$ cat src/rtl/hept_stage_sequencer.sv
// -----------------------------------------------------------------------------
// hept_stage_sequencer
//
// Runs the HEPT kernel sub-stages (transpose_qk, pairwise_dist_sq_rbf,
// mask_and_normalize, transpose_output) strictly in order for every batch
// item of one top-level ap_ctrl_hs transaction. It records per-stage and
// per-transaction cycle counts, and it aborts with a sticky error when a
// stage exceeds the watchdog limit.
//
// Handshake (ap_ctrl_hs, both towards the host and towards each stage):
//   - The start line stays high until the matching ready is seen.
//   - ready marks acceptance of the start. done marks completion and may
//     coincide with ready.
//   - Towards the host, ap_done and ap_ready are the same one-cycle pulse.
//     ap_start is only looked at while idle.
//   - Towards stage k, stage_start[k] is high only while that stage is being
//     issued. ready/done bits of any other stage are ignored. A stage_done
//     without stage_ready during issue is ignored.
//
// Ports:
//   ap_clk, ap_rst       clock, asynchronous active-high reset
//   ap_start             top-level start (held until ap_ready)
//   ap_done, ap_ready    one-cycle end-of-transaction pulse
//   ap_idle              high while idle
//   stage_start          one-hot start to the active stage
//   stage_ready          per-stage ap_ready
//   stage_done           per-stage ap_done
//   stage_idx            active stage index
//   batch_idx            active batch item index
//   last_stage_cycles    ISSUE+WAIT cycles of the most recently finished stage
//   total_cycles         non-idle cycles of the current or last transaction
//   err_timeout          sticky watchdog error
//   err_stage            stage index that tripped the watchdog
//   dbg_state            current FSM state encoding, for observation only
// -----------------------------------------------------------------------------
module hept_stage_sequencer #(
    parameter int N_STAGES       = 4,
    parameter int BATCH          = 2,
    parameter int CNT_W          = 32,
    parameter int TIMEOUT_CYCLES = 0,
    localparam int SW            = (N_STAGES > 1) ? $clog2(N_STAGES) : 1,
    localparam int BW            = (BATCH > 1) ? $clog2(BATCH) : 1
) (
    input  logic                ap_clk,
    input  logic                ap_rst,
    input  logic                ap_start,
    output logic                ap_done,
    output logic                ap_idle,
    output logic                ap_ready,
    output logic [N_STAGES-1:0] stage_start,
    input  logic [N_STAGES-1:0] stage_ready,
    input  logic [N_STAGES-1:0] stage_done,
    output logic [SW-1:0]       stage_idx,
    output logic [BW-1:0]       batch_idx,
    output logic [CNT_W-1:0]    last_stage_cycles,
    output logic [CNT_W-1:0]    total_cycles,
    output logic                err_timeout,
    output logic [SW-1:0]       err_stage,
    output logic [2:0]          dbg_state
);

    typedef enum logic [2:0] {
        S_IDLE    = 3'd0,
        S_ISSUE   = 3'd1,
        S_WAIT    = 3'd2,
        S_ADVANCE = 3'd3,
        S_DONE    = 3'd4
    } state_t;

    localparam logic [CNT_W-1:0] CNT_MAX    = '1;
    // The watchdog fires on the edge where the stage counter would reach the
    // limit, so the comparison is against limit-1 before the increment.
    localparam logic [CNT_W-1:0] WD_LAST    = CNT_W'(TIMEOUT_CYCLES - 1);
    localparam bit               WD_ENABLE  = (TIMEOUT_CYCLES != 0);
    localparam logic [SW-1:0]    LAST_STAGE = SW'(N_STAGES - 1);
    localparam logic [BW-1:0]    LAST_BATCH = BW'(BATCH - 1);

    state_t           state;
    logic [CNT_W-1:0] stage_cnt;

    logic             act_ready;
    logic             act_done;
    logic             wd_hit;
    logic [CNT_W-1:0] stage_cnt_inc;

    // Only the active stage's handshake bits are looked at.
    assign act_ready     = stage_ready[stage_idx];
    assign act_done      = stage_done[stage_idx];
    assign wd_hit        = WD_ENABLE && (stage_cnt == WD_LAST);
    assign stage_cnt_inc = (stage_cnt == CNT_MAX) ? stage_cnt : stage_cnt + 1'b1;

    always_ff @(posedge ap_clk or posedge ap_rst) begin
        if (ap_rst) begin
            state             <= S_IDLE;
            stage_idx         <= '0;
            batch_idx         <= '0;
            stage_cnt         <= '0;
            last_stage_cycles <= '0;
            total_cycles      <= '0;
            err_timeout       <= 1'b0;
            err_stage         <= '0;
        end else begin
            // Counts every non-idle cycle; the IDLE branch below restarts it.
            if (state != S_IDLE && total_cycles != CNT_MAX) begin
                total_cycles <= total_cycles + 1'b1;
            end

            case (state)
                S_IDLE: begin
                    if (ap_start) begin
                        state        <= S_ISSUE;
                        stage_idx    <= '0;
                        batch_idx    <= '0;
                        stage_cnt    <= '0;
                        total_cycles <= '0;
                        err_timeout  <= 1'b0;
                        err_stage    <= '0;
                    end
                end

                S_ISSUE: begin
                    stage_cnt <= stage_cnt_inc;
                    if (wd_hit) begin
                        err_timeout <= 1'b1;
                        err_stage   <= stage_idx;
                        state       <= S_DONE;
                    end else if (act_ready) begin
                        state <= act_done ? S_ADVANCE : S_WAIT;
                    end
                end

                S_WAIT: begin
                    stage_cnt <= stage_cnt_inc;
                    if (wd_hit) begin
                        err_timeout <= 1'b1;
                        err_stage   <= stage_idx;
                        state       <= S_DONE;
                    end else if (act_done) begin
                        state <= S_ADVANCE;
                    end
                end

                S_ADVANCE: begin
                    last_stage_cycles <= stage_cnt;
                    stage_cnt         <= '0;
                    if (stage_idx == LAST_STAGE && batch_idx == LAST_BATCH) begin
                        state <= S_DONE;
                    end else if (stage_idx == LAST_STAGE) begin
                        stage_idx <= '0;
                        batch_idx <= batch_idx + 1'b1;
                        state     <= S_ISSUE;
                    end else begin
                        stage_idx <= stage_idx + 1'b1;
                        state     <= S_ISSUE;
                    end
                end

                S_DONE: begin
                    state <= S_IDLE;
                end

                default: begin
                    state <= S_IDLE;
                end
            endcase
        end
    end

    // Handshake outputs depend on registers only, never on inputs.
    always_comb begin
        stage_start = '0;
        if (state == S_ISSUE) begin
            stage_start[stage_idx] = 1'b1;
        end
    end

    assign ap_idle   = (state == S_IDLE);
    assign ap_done   = (state == S_DONE);
    assign ap_ready  = (state == S_DONE);
    assign dbg_state = state;

endmodule

$ cat config.mk
export PLATFORM = sky130hd
export DESIGN_NAME = hept_stage_sequencer
export DESIGN_NICKNAME = d
export VERILOG_FILES = /design/src/rtl/hept_stage_sequencer.sv
export SDC_FILE = /design/constraint.sdc
export NUM_CORES = 1
export LEC_CHECK = 0
export BUFFER_PORTS_ARGS = -buffer_cell sky130_fd_sc_hd__buf_2
export CAP_MARGIN = 20
export CORE_MARGIN = 8
export CORE_UTILIZATION = 40
export CTS_CLUSTER_DIAMETER = 120
export DETAILED_ROUTE_END_ITERATION = 10
export PLACE_DENSITY = 0.67
export REMOVE_ABC_BUFFERS = 1
export SLEW_MARGIN = 5
export SYNTH_ARGS = -nofsm -noshare
export SYNTH_HDL_FRONTEND = slang
export SYNTH_SLANG_ARGS = --single-unit
$ cat constraint.sdc
create_clock -name ap_clk -period 2.74 [get_ports ap_clk]
set_input_delay 0.137 -clock ap_clk [delete_from_list [all_inputs] [get_ports ap_clk]]
set_output_delay 0.137 -clock ap_clk [all_outputs]
set_load 0.02 [all_outputs]
======== Word-level counts from Yosys, hierarchy flattened ========
Cells that the tools add are included.
word-level totals
  output and inout port bits .............. 80
  input port bits ......................... 11
  register bits after elaboration ......... 102
  logic and storage cells ................. 64
cells by class
  equal/unequal tests ..................... 13
  mux-type cells .......................... 27
  add/sub/neg operators ................... 4
  magnitude comparators ................... 2
  reductions and logical operators ........ 12
operator list
  cell                                                 number
  2-to-1 mux 32 bit                                    5
  case mux 32 bit (3 select lines)                     1
  adder 32 x 1 -> 32 bit, second input constant        2
  equality test 32 bit, second input constant          1
  != test 32 bit, second input constant                1
  2-to-1 mux 3 bit                                     4
  != test 2 bit, second input constant                 6
  case mux 3 bit (4 select lines)                      1
  AND reduction 3 bit                                  3
  2-to-1 mux 1 bit                                     7
  equality test 3 x 2 -> 1 bit, second input constant  2
  2-to-1 mux 2 bit                                     3
  nonzero test 3 bit                                   2
  binary-select mux 1 bit (select 2 bit)               2
  2-to-1 mux 4 bit                                     1
  case mux 2 bit (2 select lines)                      1
  AND reduction 4 bit                                  1
  equality test 3 x 1 -> 1 bit, second input constant  1
  equality test 3 bit, second input constant           1
  logical AND 1 bit                                    3
  zero test 3 bit                                      1
  < comparator 2 x 3 -> 1 bit, second input constant   1
  adder 2 x 1 -> 2 bit, second input constant          1
  demux 1 bit (select 2 bit)                           1
  other kinds (6)                                      6

======== Logic depth before layout (Yosys ltp) ========
  depth in word-level cells ............... 5
  gate-level depth with buffers ........... 8
  mapped depth without buffers ............ 6

======== Worst setup path before layout ========
OpenSTA, ideal clock, no wires.
  kind .................................... register to register
  start point ............................. register state[1] (netlist: dbg_state[1])
  end point ............................... register total_cycles[13]
  buffers on the path ..................... 1
  setup time .............................. 78 ps
  arrival ................................. 2150 ps
  data required time ...................... 2662 ps
  setup slack ............................. 512 ps
  period minus slack after synthesis ...... 2228 ps
  cell stages (with the launch flop) ...... 8
  cells stage by stage .................... dfrtp_1 buf_2 or3_1 inv_2 or4_1 or2_2 or3_1 a21oi_1
on the way
  elaborated cells between the ends (all ways) .. 6
  classes of those cells .................. 3 x mux; 3 x reduce/logical
RTL lines
  element                   RTL line  source
  start: declaration        78        state_t state;
  start signal: assignment  128       state <= act_done ? S_ADVANCE : S_WAIT;
  zero test 3 bit           n/a
  named net ap_idle         48        output logic ap_idle,
  2-to-1 mux 32 bit         108       case (state)
  end signal: assignment    105       total_cycles <= total_cycles + 1'b1;
  end: declaration          56        output logic [CNT_W-1:0] total_cycles,
The timed path passes the listed nets, and every way through them passes these cells.
A chain may end at the register's enable or synchronous reset.

======== Worst setup path in the final report ========
  start point ............................. register stage_cnt[0]
  end point ............................... register stage_cnt[8]
on the way
  longest elaborated chain between the ends .. 3
  elaborated cells between the ends (all ways) .. 6
  classes of those cells .................. 1 x add/sub; 2 x eq/ne; 2 x mux; 1 x reduce/logical
ends and longest elaborated chain
  element                                                                         RTL line  source
  start: declaration                                                              79        logic [CNT_W-1:0] stage_cnt;
  start signal: assignment                                                        122       stage_cnt <= stage_cnt_inc;
  start signal: assignment                                                        133       stage_cnt <= stage_cnt_inc;
  adder 32 x 1 -> 32 bit / equality test 32 bit (equally long branches)           90        assign stage_cnt_inc = (stage_cnt == CNT_MAX) ? stage_cnt : stage_cnt + 1'b1;
  2-to-1 mux 32 bit / != test 2 bit (equally long branches)                       n/a
  case mux 32 bit (3 select lines) / AND reduction 3 bit (equally long branches)  n/a
Parallel ways exist; a longest one is shown, timed or not. The select of a mux whose other input is x is not followed.

==> results.sh <==
export IMPL_outcome="finished, final reports clean"
export IMPL_fmaxAchievable_ghz=0.403
export IMPL_cap_violations=0
export IMPL_stdcell_area_sq_mm=0.00646
export IMPL_cts_buffers=9
export IMPL_grt_start_max_net_pins=76
export IMPL_die_area_sq_mm=0.0178
export IMPL_power_leakage_nw=3.08
export IMPL_n_antenna_cell=0
export IMPL_gr_total_overflow=0
export IMPL_max_slew_margin_pct=37.6
export IMPL_clock_sinks=102
export IMPL_row_count=43
export IMPL_clockBufferDepth=2
export IMPL_cts_hold_buf=0
export IMPL_drt_vias_per_instance=5.85
export IMPL_grt_pass1_vias=5027
export IMPL_final_common_cell="nand2_1"
export IMPL_antenna_left=0
export IMPL_ir_drop_mv=0.376
export IMPL_cp_max_fo=13
export IMPL_yosysWarnings=0
export IMPL_grt_total_usage_pct=16.7
export IMPL_grt_pass1_wl_um=24900
export IMPL_critPathKind="register to register"
export IMPL_core_area_sq_mm=0.0137
export IMPL_tritoncts="yes"
export IMPL_synthCells=616
export IMPL_drive_above_1_share_pct=21.2
export IMPL_die_w_um=133
export IMPL_synth_seq_cells=102
export IMPL_wire_per_inst_um=16.7
export IMPL_clkLatencyLatePin_ps=350
export IMPL_async_reset_ff_share_pct=100
export IMPL_fin_cells=882
export IMPL_end_kind="register"
export IMPL_slew_violations=0
export IMPL_dr_total_vias=5161
export IMPL_dr_pass1_iters=5
export IMPL_place_area_sq_mm=0.00615
export IMPL_power_density_mw_per_mm2=738
export IMPL_path_clk_slew_ps=70
export IMPL_io_pins=91
export IMPL_syn_avg_cell_area_sq_um=8.94
export IMPL_place_gp_congestion=0.877
export IMPL_antenna_found_initial=0
export IMPL_post_route_util_pct=47.2
export IMPL_cts_htree_levels=3
export IMPL_hold_viol=0
export IMPL_cts_root_buf="clkbuf_16"
export IMPL_cts_setup_buffers=0
export IMPL_hp_class="input pin to asynchronous set/reset pin"
export IMPL_hold_slack_ps=0.650
export IMPL_crit_arrival_ps=2700
export IMPL_syn_to_final_growth_pct=17.2
export IMPL_die_h_um=133
export IMPL_rsz0062_at_grt="false"
export IMPL_netlist_area_sq_mm=0.00551
export IMPL_nets=714
export IMPL_dp_hpwl_um=10500
export IMPL_setup_viol=0
export IMPL_worst_pin_slew_ps=936
export IMPL_drtIter0Drc=497
export IMPL_startpoint_type="register"
export IMPL_ys_types=61
export IMPL_crit_required_ps=2960
export IMPL_port_buffers=87
export IMPL_skew_ps=8.11
export IMPL_start_util_pct=40.3
export IMPL_cts_resized_gates=0
export IMPL_r2r_slack_ps=260
export IMPL_ys_flop_type="dfrtp_1"
export IMPL_drt_wl_total_um=14800
export IMPL_finalCriticalPeriod_ps=2480
export IMPL_seq_area_frac_synth_pct=46.4
export IMPL_final_cell_mix="nand2_1 (139), dfrtp_1 (102), buf_2 (87)"
export IMPL_drc_errors=0
export IMPL_synth_edf_count=0
export IMPL_fin_crit_sh_pct=90.6
export IMPL_dp_cells=866
==> synth_stat cells (5+ instances only) <==
cell type | n | area share, %
a31oi_1 | 10 | 1.1
nand2_1 | 139 | 9.5
buf_2 | 9 | 0.82
nor4_2 | 5 | 1.1
clkbuf_1 | 20 | 1.4
nand4_1 | 21 | 2.4
o41ai_1 | 5 | 0.80
and2_1 | 11 | 1.2
nor2_1 | 25 | 1.7
dfrtp_1 | 102 | 46
o211ai_1 | 11 | 1.5
buf_4 | 6 | 0.82
nor3_1 | 10 | 0.91
and3_1 | 10 | 1.1
or3_1 | 15 | 1.7
o21ai_0 | 31 | 2.8
o31ai_1 | 42 | 5.7
inv_1 | 10 | 0.68
a21oi_1 | 21 | 1.9
nand2b_1 | 5 | 0.57
nor4_1 | 7 | 0.80
nand3_1 | 27 | 2.5
or4_1 | 8 | 1.1
ha_1 | 6 | 1.4
==> sequential cells by signal, indices dropped and copies added, names as in the netlist <==
name               count
last_stage_cycles     32
stage_cnt             32
total_cycles          32
dbg_state              3
stage_idx              2
batch_idx              1
==> per-stage QoR <==
stage | TNS [ps] | total power, mW | setup WS (ps)
floorplan | -7390 | 2.87 | -72.5
global placement | 0 | 3.45 | 433
detailed placement | 0 | 3.50 | 302
CTS | 0 | 4.82 | 303
global route | 0 | 5.05 | 119
finish | 0 | 4.76 | 258
==> kinds of logic (layout without fill, tap and decap cells) <==
group	Yosys count	count (layout)	synth area share (%)
DFF	102	102	46.4
xor gates and xnor gates	4	4	0.636
muxes	6	6	1.57
buffers and inverters	51	135	4.14
AOI/OAI and AO/OA	142	142	17.7
and+or+nand+nor	304	304	28.2
other	1	3	0.0681
adders and majority gates	6	6	1.36
==> worst paths after layout <==
check / startpoint / end / depth (start not counted)
setup reg to reg: stage_cnt[0] / stage_cnt[8] / 7
max in group asynchronous: ap_rst / last_stage_cycles[12] / 3
hold reg to reg: last_stage_cycles[3] / last_stage_cycles[3] / 2
min in group ap_clk: stage_ready[0] / dbg_state[0] / 3
setup / recovery: stage_cnt[0] / stage_cnt[8] / 7
hold / removal: ap_rst / last_stage_cycles[3] / 2
==> final cells by class <==
class / count / area (sq um)
multi-input combinational: 465 / 2740
inverter: 11 / 43.8
tap: 180 / 225
timing repair buffer: 108 / 593
clock inverter: 4 / 45.0
sequential: 102 / 2550
clock buffer: 12 / 256
fill: 1341 / 7210
==> report_power, final <==
part           total, mW  internal [mW]  leakage, nW  switching (mW)
Clock               1.30          0.754        0.152           0.549
Combinational       1.55          0.502         1.52            1.05
Sequential          1.91           1.67         1.40           0.238
Total               4.76           2.92         3.08            1.84
==> metal layers <==
layer  track usage (%)  up-vias  wire length, um
met3              4.59       16              958
met5                 0        -                0
met1              20.5     2577             6310
met2              28.0      158             7330
li1                  -     2410                -
met4              5.12        0              166
==> critical path, stage by stage (launching register included) <==
cell and delay [ps]:
dfrtp_1 420, ha_1 260, nand4_1 160, or4_4 560
nor4_2 410, nand2b_1 210, buf_4 210, o21ai_0 130
(Power assumes the default switching activity.)
